===== src/rtl/dbus_req_arbiter_pkg.sv =====
// Shared types for the dcache bus request front end: queued request format, conflict table
// entry layout and the block-address split used to index the two table ways.
package dbus_req_arbiter_pkg;

    localparam int unsigned BLOCK_ADDR_SPACE_WIDTH                 = 12;
    localparam int unsigned NUM_CORES                              = 2;
    localparam int unsigned BUS_CONTROLLER_DBUS_REQ_Q_DEPTH        = 8;
    localparam int unsigned BUS_CONTROLLER_CONFLICT_TABLE_NUM_SETS = 8;

    localparam int unsigned CT_INDEX_WIDTH = $clog2(BUS_CONTROLLER_CONFLICT_TABLE_NUM_SETS);
    localparam int unsigned CT_TAG_WIDTH   = BLOCK_ADDR_SPACE_WIDTH - 2 * CT_INDEX_WIDTH;

    typedef logic [BLOCK_ADDR_SPACE_WIDTH-1:0] block_addr_t;
    typedef logic [CT_INDEX_WIDTH-1:0]         ct_index_t;

    typedef struct packed {
        logic [CT_TAG_WIDTH-1:0]   tag;
        logic [CT_INDEX_WIDTH-1:0] upper_index;
        logic [CT_INDEX_WIDTH-1:0] lower_index;
    } conflict_table_block_addr_t;

    typedef struct packed {
        logic        core;
        logic        exclusive;
        block_addr_t block_addr;
    } dbus_req_t;

    typedef struct packed {
        logic        valid;
        block_addr_t block_addr;
    } conflict_table_entry_t;

    function automatic ct_index_t ct_set0(input block_addr_t addr);
        conflict_table_block_addr_t split;
        split = addr;
        return split.lower_index;
    endfunction

    // Way 1 is skewed so blocks that collide in way 0 usually spread out here.
    function automatic ct_index_t ct_set1(input block_addr_t addr);
        conflict_table_block_addr_t split;
        split = addr;
        return split.lower_index ^ split.upper_index;
    endfunction

endpackage


===== src/rtl/bus_controller_conflict_table.sv =====
// Two-way skewed table of in-flight bus transactions: lookup/free-way select for the queue
// head, allocation on issue and invalidation on completion.
module bus_controller_conflict_table
    import dbus_req_arbiter_pkg::*;
#(
    parameter int unsigned CT_SETS = BUS_CONTROLLER_CONFLICT_TABLE_NUM_SETS
) (
    input  logic        CLK,
    input  logic        nRST,
    input  block_addr_t lookup_addr_i,
    output logic        hit_o,
    output logic        free_valid_o,
    output logic        free_way_o,
    input  logic        alloc_i,
    input  logic        alloc_way_i,
    input  block_addr_t alloc_addr_i,
    input  logic        done_valid_i,
    input  block_addr_t done_addr_i
);

    conflict_table_entry_t way0_q [CT_SETS];
    conflict_table_entry_t way1_q [CT_SETS];
    conflict_table_entry_t way0_d [CT_SETS];
    conflict_table_entry_t way1_d [CT_SETS];

    ct_index_t look_set0, look_set1;
    ct_index_t alloc_set0, alloc_set1;
    ct_index_t done_set0, done_set1;
    logic      look_hit0, look_hit1;
    logic      done_hit0, done_hit1, done_hit;

    always_comb begin
        look_set0  = ct_set0(lookup_addr_i);
        look_set1  = ct_set1(lookup_addr_i);
        alloc_set0 = ct_set0(alloc_addr_i);
        alloc_set1 = ct_set1(alloc_addr_i);
        done_set0  = ct_set0(done_addr_i);
        done_set1  = ct_set1(done_addr_i);

        look_hit0 = way0_q[look_set0].valid && (way0_q[look_set0].block_addr == lookup_addr_i);
        look_hit1 = way1_q[look_set1].valid && (way1_q[look_set1].block_addr == lookup_addr_i);
        hit_o     = look_hit0 || look_hit1;

        free_valid_o = !way0_q[look_set0].valid || !way1_q[look_set1].valid;
        free_way_o   = way0_q[look_set0].valid;

        done_hit0 = way0_q[done_set0].valid && (way0_q[done_set0].block_addr == done_addr_i);
        done_hit1 = way1_q[done_set1].valid && (way1_q[done_set1].block_addr == done_addr_i);
        done_hit  = done_hit0 || done_hit1;
    end

    // Allocation only ever targets an invalid way and a done only a valid one, so both may
    // apply in the same cycle without ordering concerns.
    always_comb begin
        way0_d = way0_q;
        way1_d = way1_q;
        if (done_valid_i) begin
            if (done_hit0) begin
                way0_d[done_set0].valid = 1'b0;
            end else if (done_hit1) begin
                way1_d[done_set1].valid = 1'b0;
            end
        end
        if (alloc_i) begin
            if (!alloc_way_i) begin
                way0_d[alloc_set0] = '{valid: 1'b1, block_addr: alloc_addr_i};
            end else begin
                way1_d[alloc_set1] = '{valid: 1'b1, block_addr: alloc_addr_i};
            end
        end
    end

    always_ff @(posedge CLK or negedge nRST) begin
        if (!nRST) begin
            for (int s = 0; s < int'(CT_SETS); s++) begin
                way0_q[s] <= '0;
                way1_q[s] <= '0;
            end
        end else begin
            way0_q <= way0_d;
            way1_q <= way1_d;
        end
    end

    done_known_a: assert property (@(posedge CLK) disable iff (!nRST) done_valid_i |-> done_hit);

endmodule


===== src/rtl/dbus_req_arbiter.sv =====
// Round-robin arbiter of two dcache bus request streams into an in-order queue whose head
// issues only when no in-flight transaction targets the same block.
module dbus_req_arbiter #(
    parameter int unsigned NUM_CORES = dbus_req_arbiter_pkg::NUM_CORES,
    parameter int unsigned Q_DEPTH   = dbus_req_arbiter_pkg::BUS_CONTROLLER_DBUS_REQ_Q_DEPTH,
    parameter int unsigned CT_SETS   =
        dbus_req_arbiter_pkg::BUS_CONTROLLER_CONFLICT_TABLE_NUM_SETS
) (
    input  logic                                   CLK,
    input  logic                                   nRST,
    input  logic [NUM_CORES-1:0]                   core_req_valid_i,
    input  logic [NUM_CORES-1:0][dbus_req_arbiter_pkg::BLOCK_ADDR_SPACE_WIDTH-1:0]
                                                   core_req_block_addr_i,
    input  logic [NUM_CORES-1:0]                   core_req_exclusive_i,
    output logic [NUM_CORES-1:0]                   core_req_ready_o,
    output logic                                   bus_req_valid_o,
    output logic                                   bus_req_core_o,
    output dbus_req_arbiter_pkg::block_addr_t      bus_req_block_addr_o,
    output logic                                   bus_req_exclusive_o,
    input  logic                                   bus_req_ready_i,
    input  logic                                   bus_done_valid_i,
    input  dbus_req_arbiter_pkg::block_addr_t      bus_done_block_addr_i,
    output logic                                   conflict_stall_o
);
    import dbus_req_arbiter_pkg::*;

    localparam int unsigned PtrW = $clog2(Q_DEPTH);
    localparam int unsigned CntW = $clog2(Q_DEPTH + 1);

    dbus_req_t       queue_q [Q_DEPTH];
    logic [PtrW-1:0] head_q, head_d;
    logic [PtrW-1:0] tail_q, tail_d;
    logic [CntW-1:0] count_q, count_d;
    logic            rr_q, rr_d;

    logic      full, empty, accept, grant_core, fire;
    dbus_req_t enq_req, head_req;
    logic      ct_hit, ct_free_valid, ct_free_way;

    // Arbitration: full blocks acceptance even when a dequeue happens this cycle.
    always_comb begin
        full   = (count_q == CntW'(Q_DEPTH));
        empty  = (count_q == '0);
        accept = !full && (|core_req_valid_i);

        if (&core_req_valid_i) begin
            grant_core = rr_q;
        end else begin
            grant_core = core_req_valid_i[1];
        end

        core_req_ready_o = '0;
        if (accept) begin
            core_req_ready_o[grant_core] = 1'b1;
        end
        rr_d = accept ? ~grant_core : rr_q;

        enq_req = '{core:       grant_core,
                    exclusive:  core_req_exclusive_i[grant_core],
                    block_addr: core_req_block_addr_i[grant_core]};
    end

    always_comb begin
        head_req             = queue_q[head_q];
        bus_req_valid_o      = !empty && !ct_hit && ct_free_valid;
        conflict_stall_o     = !empty && (ct_hit || !ct_free_valid);
        bus_req_core_o       = head_req.core;
        bus_req_exclusive_o  = head_req.exclusive;
        bus_req_block_addr_o = head_req.block_addr;
        fire                 = bus_req_valid_o && bus_req_ready_i;
    end

    always_comb begin
        tail_d  = accept ? tail_q + PtrW'(1) : tail_q;
        head_d  = fire ? head_q + PtrW'(1) : head_q;
        count_d = count_q + CntW'(accept) - CntW'(fire);
    end

    always_ff @(posedge CLK or negedge nRST) begin
        if (!nRST) begin
            head_q  <= '0;
            tail_q  <= '0;
            count_q <= '0;
            rr_q    <= 1'b0;
            for (int i = 0; i < int'(Q_DEPTH); i++) begin
                queue_q[i] <= '0;
            end
        end else begin
            head_q  <= head_d;
            tail_q  <= tail_d;
            count_q <= count_d;
            rr_q    <= rr_d;
            if (accept) begin
                queue_q[tail_q] <= enq_req;
            end
        end
    end

    bus_controller_conflict_table #(
        .CT_SETS (CT_SETS)
    ) u_conflict_table (
        .CLK           (CLK),
        .nRST          (nRST),
        .lookup_addr_i (head_req.block_addr),
        .hit_o         (ct_hit),
        .free_valid_o  (ct_free_valid),
        .free_way_o    (ct_free_way),
        .alloc_i       (fire),
        .alloc_way_i   (ct_free_way),
        .alloc_addr_i  (head_req.block_addr),
        .done_valid_i  (bus_done_valid_i),
        .done_addr_i   (bus_done_block_addr_i)
    );

endmodule


===== config.mk =====
export PLATFORM = sky130hd
export DESIGN_NAME = dbus_req_arbiter
export DESIGN_NICKNAME = d
export VERILOG_FILES = /design/src/rtl/dbus_req_arbiter_pkg.sv /design/src/rtl/bus_controller_conflict_table.sv /design/src/rtl/dbus_req_arbiter.sv
export SDC_FILE = /design/constraint.sdc
export NUM_CORES = 1
export LEC_CHECK = 0
export BUFFER_PORTS_ARGS = -buffer_cell sky130_fd_sc_hd__buf_2
export CORE_MARGIN = 2
export CORE_UTILIZATION = 55
export CTS_CLUSTER_SIZE = 12
export DETAILED_ROUTE_END_ITERATION = 10
export PLACE_DENSITY = 0.82
export SLEW_MARGIN = 20
export SYNTH_ARGS = -nofsm -noshare
export SYNTH_HDL_FRONTEND = slang
export SYNTH_HIERARCHICAL = 1
export SYNTH_SLANG_ARGS = --single-unit
export TNS_END_PERCENT = 50

===== constraint.sdc =====
create_clock -name CLK -period 7.2 [get_ports CLK]
set_input_delay 1.08 -clock CLK [delete_from_list [all_inputs] [get_ports CLK]]
set_output_delay 1.08 -clock CLK [all_outputs]
set_load 0.1 [all_outputs]

==> results.sh <==
export IMPL_grt_pass1_wl_um=79370
export IMPL_ios=62
export IMPL_yosysTopAreaCell="dfrtp_1"
export IMPL_numPortBuffers=61
export IMPL_period_minus_slack_ns=6.678
export IMPL_hold_buffers=0
export IMPL_clkSinkCount=331
export IMPL_cts_path_max_buffers=3
export IMPL_globalplace_congestion=0.9395
export IMPL_dpl_worst_slack_ns=0.9588
export IMPL_max_freq_ghz=0.1497
export IMPL_post_route_worst_setup_slack_ns=0.5215
export IMPL_cts_buffers=36
export IMPL_final_core_util_pct=60.61
export IMPL_ant_nets=0
export IMPL_finalHoldViolCount=0
export IMPL_dieArea_mm2=0.03401
export IMPL_vias_per_cell=6.969
export IMPL_h_tree_depth=2
export IMPL_clk_pin_slew_ns=0.06
export IMPL_drt_wl_total_um=50270
export IMPL_avgSynthCellArea_um2=11.36
export IMPL_initial_utilization_pct=55.45
export IMPL_setup_viol=0
export IMPL_synth_seq_area_share_pct=46.26
export IMPL_ys_types=73
export IMPL_drtPass1Iterations=6
export IMPL_finalSetupTns_ns=0
export IMPL_async_flop_share_pct=100.0
export IMPL_vias=14209
export IMPL_nNetsFinal=1624
export IMPL_synth_nets=1629
export IMPL_status="completed"
export IMPL_synth_top_area_share_pct=46.26
export IMPL_synth_seq_cells=331
export IMPL_end_kind="output port"
export IMPL_drtIter0Drc=2008
export IMPL_yosys_top_cells_count="dfrtp_1 (331), nand2_1 (273), a31oi_1 (218), mux2_2 (105), mux4_2 (90)"
export IMPL_dp_hpwl_um=31210
export IMPL_rows=66
export IMPL_slew_violations=0
export IMPL_syn_area_mm2=0.01790
export IMPL_ys_flop_type="dfrtp_1"
export IMPL_finalCritPeriodShare_pct=92.76
export IMPL_coreArea_mm2=0.03229
export IMPL_grt_start_max_net_pins=159
export IMPL_netlist_instances=1576
export IMPL_overflow=0
export IMPL_path_max_fanout=23
export IMPL_cp_arrival_ns=5.60
export IMPL_synth_area_leaders="dfrtp_1 (46%), mux4_2 (11%), a31oi_1 (7.6%)"
export IMPL_diodes=0
export IMPL_postCtsSetupBuffers=0
export IMPL_chipHeight_um=184.4
export IMPL_startpoint_type="flip-flop"
export IMPL_cts_tree="done"
export IMPL_wl_per_cell_um=24.65
export IMPL_grt_use_total_pct=30.16
export IMPL_reg2reg_slack_ns=0.86
export IMPL_worst_pin_slew_ns=1.173
export IMPL_ctsResizeCount=0
export IMPL_final_layout_size_suffix_gt1_share_pct=23.29
export IMPL_hold_class="reg2reg"
export IMPL_drv_cap=0
export IMPL_max_slew_margin_pct=21.50
export IMPL_crit_type="reg2out"
export IMPL_rsz0062_at_grt="no"
export IMPL_fillers=2484
export IMPL_grt_pass1_vias=14052
export IMPL_grt_antenna_before_repair=0
export IMPL_synth_most_common_cell="dfrtp_1"
export IMPL_synth_edf_count=0
export IMPL_cts_root_buf="clkbuf_16"
export IMPL_ys_warn_count=6
export IMPL_skew_ns=0.03174
export IMPL_clock_latency_ns=0.54
export IMPL_areaGrowthSynthToFinish_pct=9.302
export IMPL_fp_dieW_um=184.4
export IMPL_drc=0
export IMPL_worstPathRequired_ns=6.12
-- state kept, by name, indices dropped and copies added (netlist names) --
name	count
tail_q	3
head_q	3
u_conflict_table/way0_q	104
queue_q	112
rr_q	1
u_conflict_table/way1_q	104
count_q	4
-- layout make-up --
class                      instances  area [µm²]  area share, %
multi-input combinational       1087        8930          45.63
sequential                       331        8284          42.33
clock buffer                      56        1036          5.294
timing repair buffer              93       588.1          3.005
tap                              442       553.0          2.826
clock inverter                     8       95.09         0.4859
inverter                          22       82.58         0.4220
-- worst max-delay path: stages, from the launching register on --
cell	delay (ns)
dfrtp_2	0.83
mux4_2	0.58
mux2_2	0.55
xor2_4	0.22
buf_4	0.29
mux4_2	0.54
mux2i_1	0.19
xor2_1	0.20
nand4_1	0.16
nor4_1	0.31
o2111ai_1	0.17
o41ai_1	0.10
nor2b_1	0.19
a21oi_1	0.26
buf_2	0.48
-- worst paths after layout --
check / from / endpoint / cells past startpoint
setup / recovery: head_q[0] / conflict_stall_o / 14
hold / removal: u_conflict_table/way0_q[28] / u_conflict_table/way0_q[28] / 1
setup reg to reg: head_q[0] / u_conflict_table/way0_q[55] / 15
hold reg to reg: u_conflict_table/way0_q[28] / u_conflict_table/way0_q[28] / 1
max in group asynchronous: nRST / u_conflict_table/way1_q[89] / 2
min in group asynchronous: nRST / u_conflict_table/way0_q[96] / 1
-- metal layers --
metal  wire length, µm  vias to the layer above  share of wire [%]  global-route usage [%]
li1                  -                     5908                  -                       -
met1             19100                     7093                 38                   41.56
met2             23400                     1029                 47                   46.98
met3              5806                      179                 12                   6.501
met4              1966                        0                3.9                   12.06
met5                 0                        -                  0                       0
-- placed cells by master (no fill, tap or decap), types with 5 or more instances in the layout --
| cell type | instances |
|---|---|
| and2_1 | 13 |
| mux2_2 | 105 |
| nor3_1 | 13 |
| dfrtp_1 | 330 |
| or2_2 | 11 |
| clkbuf_1 | 14 |
| buf_4 | 30 |
| mux2i_1 | 47 |
| nor2b_1 | 7 |
| o21ai_0 | 24 |
| xnor2_1 | 32 |
| inv_1 | 19 |
| a22o_1 | 5 |
| nand3_1 | 14 |
| xor2_1 | 17 |
| mux4_2 | 90 |
| a31oi_1 | 218 |
| or3_1 | 5 |
| o21ai_1 | 12 |
| clkbuf_8 | 6 |
| nand2b_1 | 6 |
| nor4_1 | 13 |
| nand2_1 | 273 |
| mux4_1 | 16 |
| and3_1 | 14 |
| ha_1 | 8 |
| nand3b_1 | 5 |
| nand4_1 | 11 |
| o211ai_1 | 17 |
| buf_2 | 60 |
| a21oi_1 | 11 |
| nor2_1 | 27 |
| clkbuf_16 | 36 |
| o41ai_1 | 7 |
-- kinds of logic (layout without fill, tap and decap cells) --
logic type | after synthesis | after routing | synth area share [%]
fa+ha+maj | 9 | 9 | 0.6709
simple gates | 433 | 433 | 11.08
flops | 331 | 331 | 46.26
mux | 261 | 261 | 23.15
compound gates | 331 | 331 | 11.96
buf+inv | 158 | 179 | 4.193
xor+xnor | 53 | 53 | 2.677
-- per-stage QoR --
step	hold slack, ns	cell area [µm²]	std cells
after global placement	0.4634	18400	1974
final	0.4909	19570	2039
after CTS	0.4939	19540	2038
after global routing	0.5184	19570	2039
after detailed placement	0.4793	18400	1974
after floorplan	0.4406	17900	1576
Power is not shown: default switching activity piles up to over one toggle a cycle in this logic, so the estimate is an artifact.
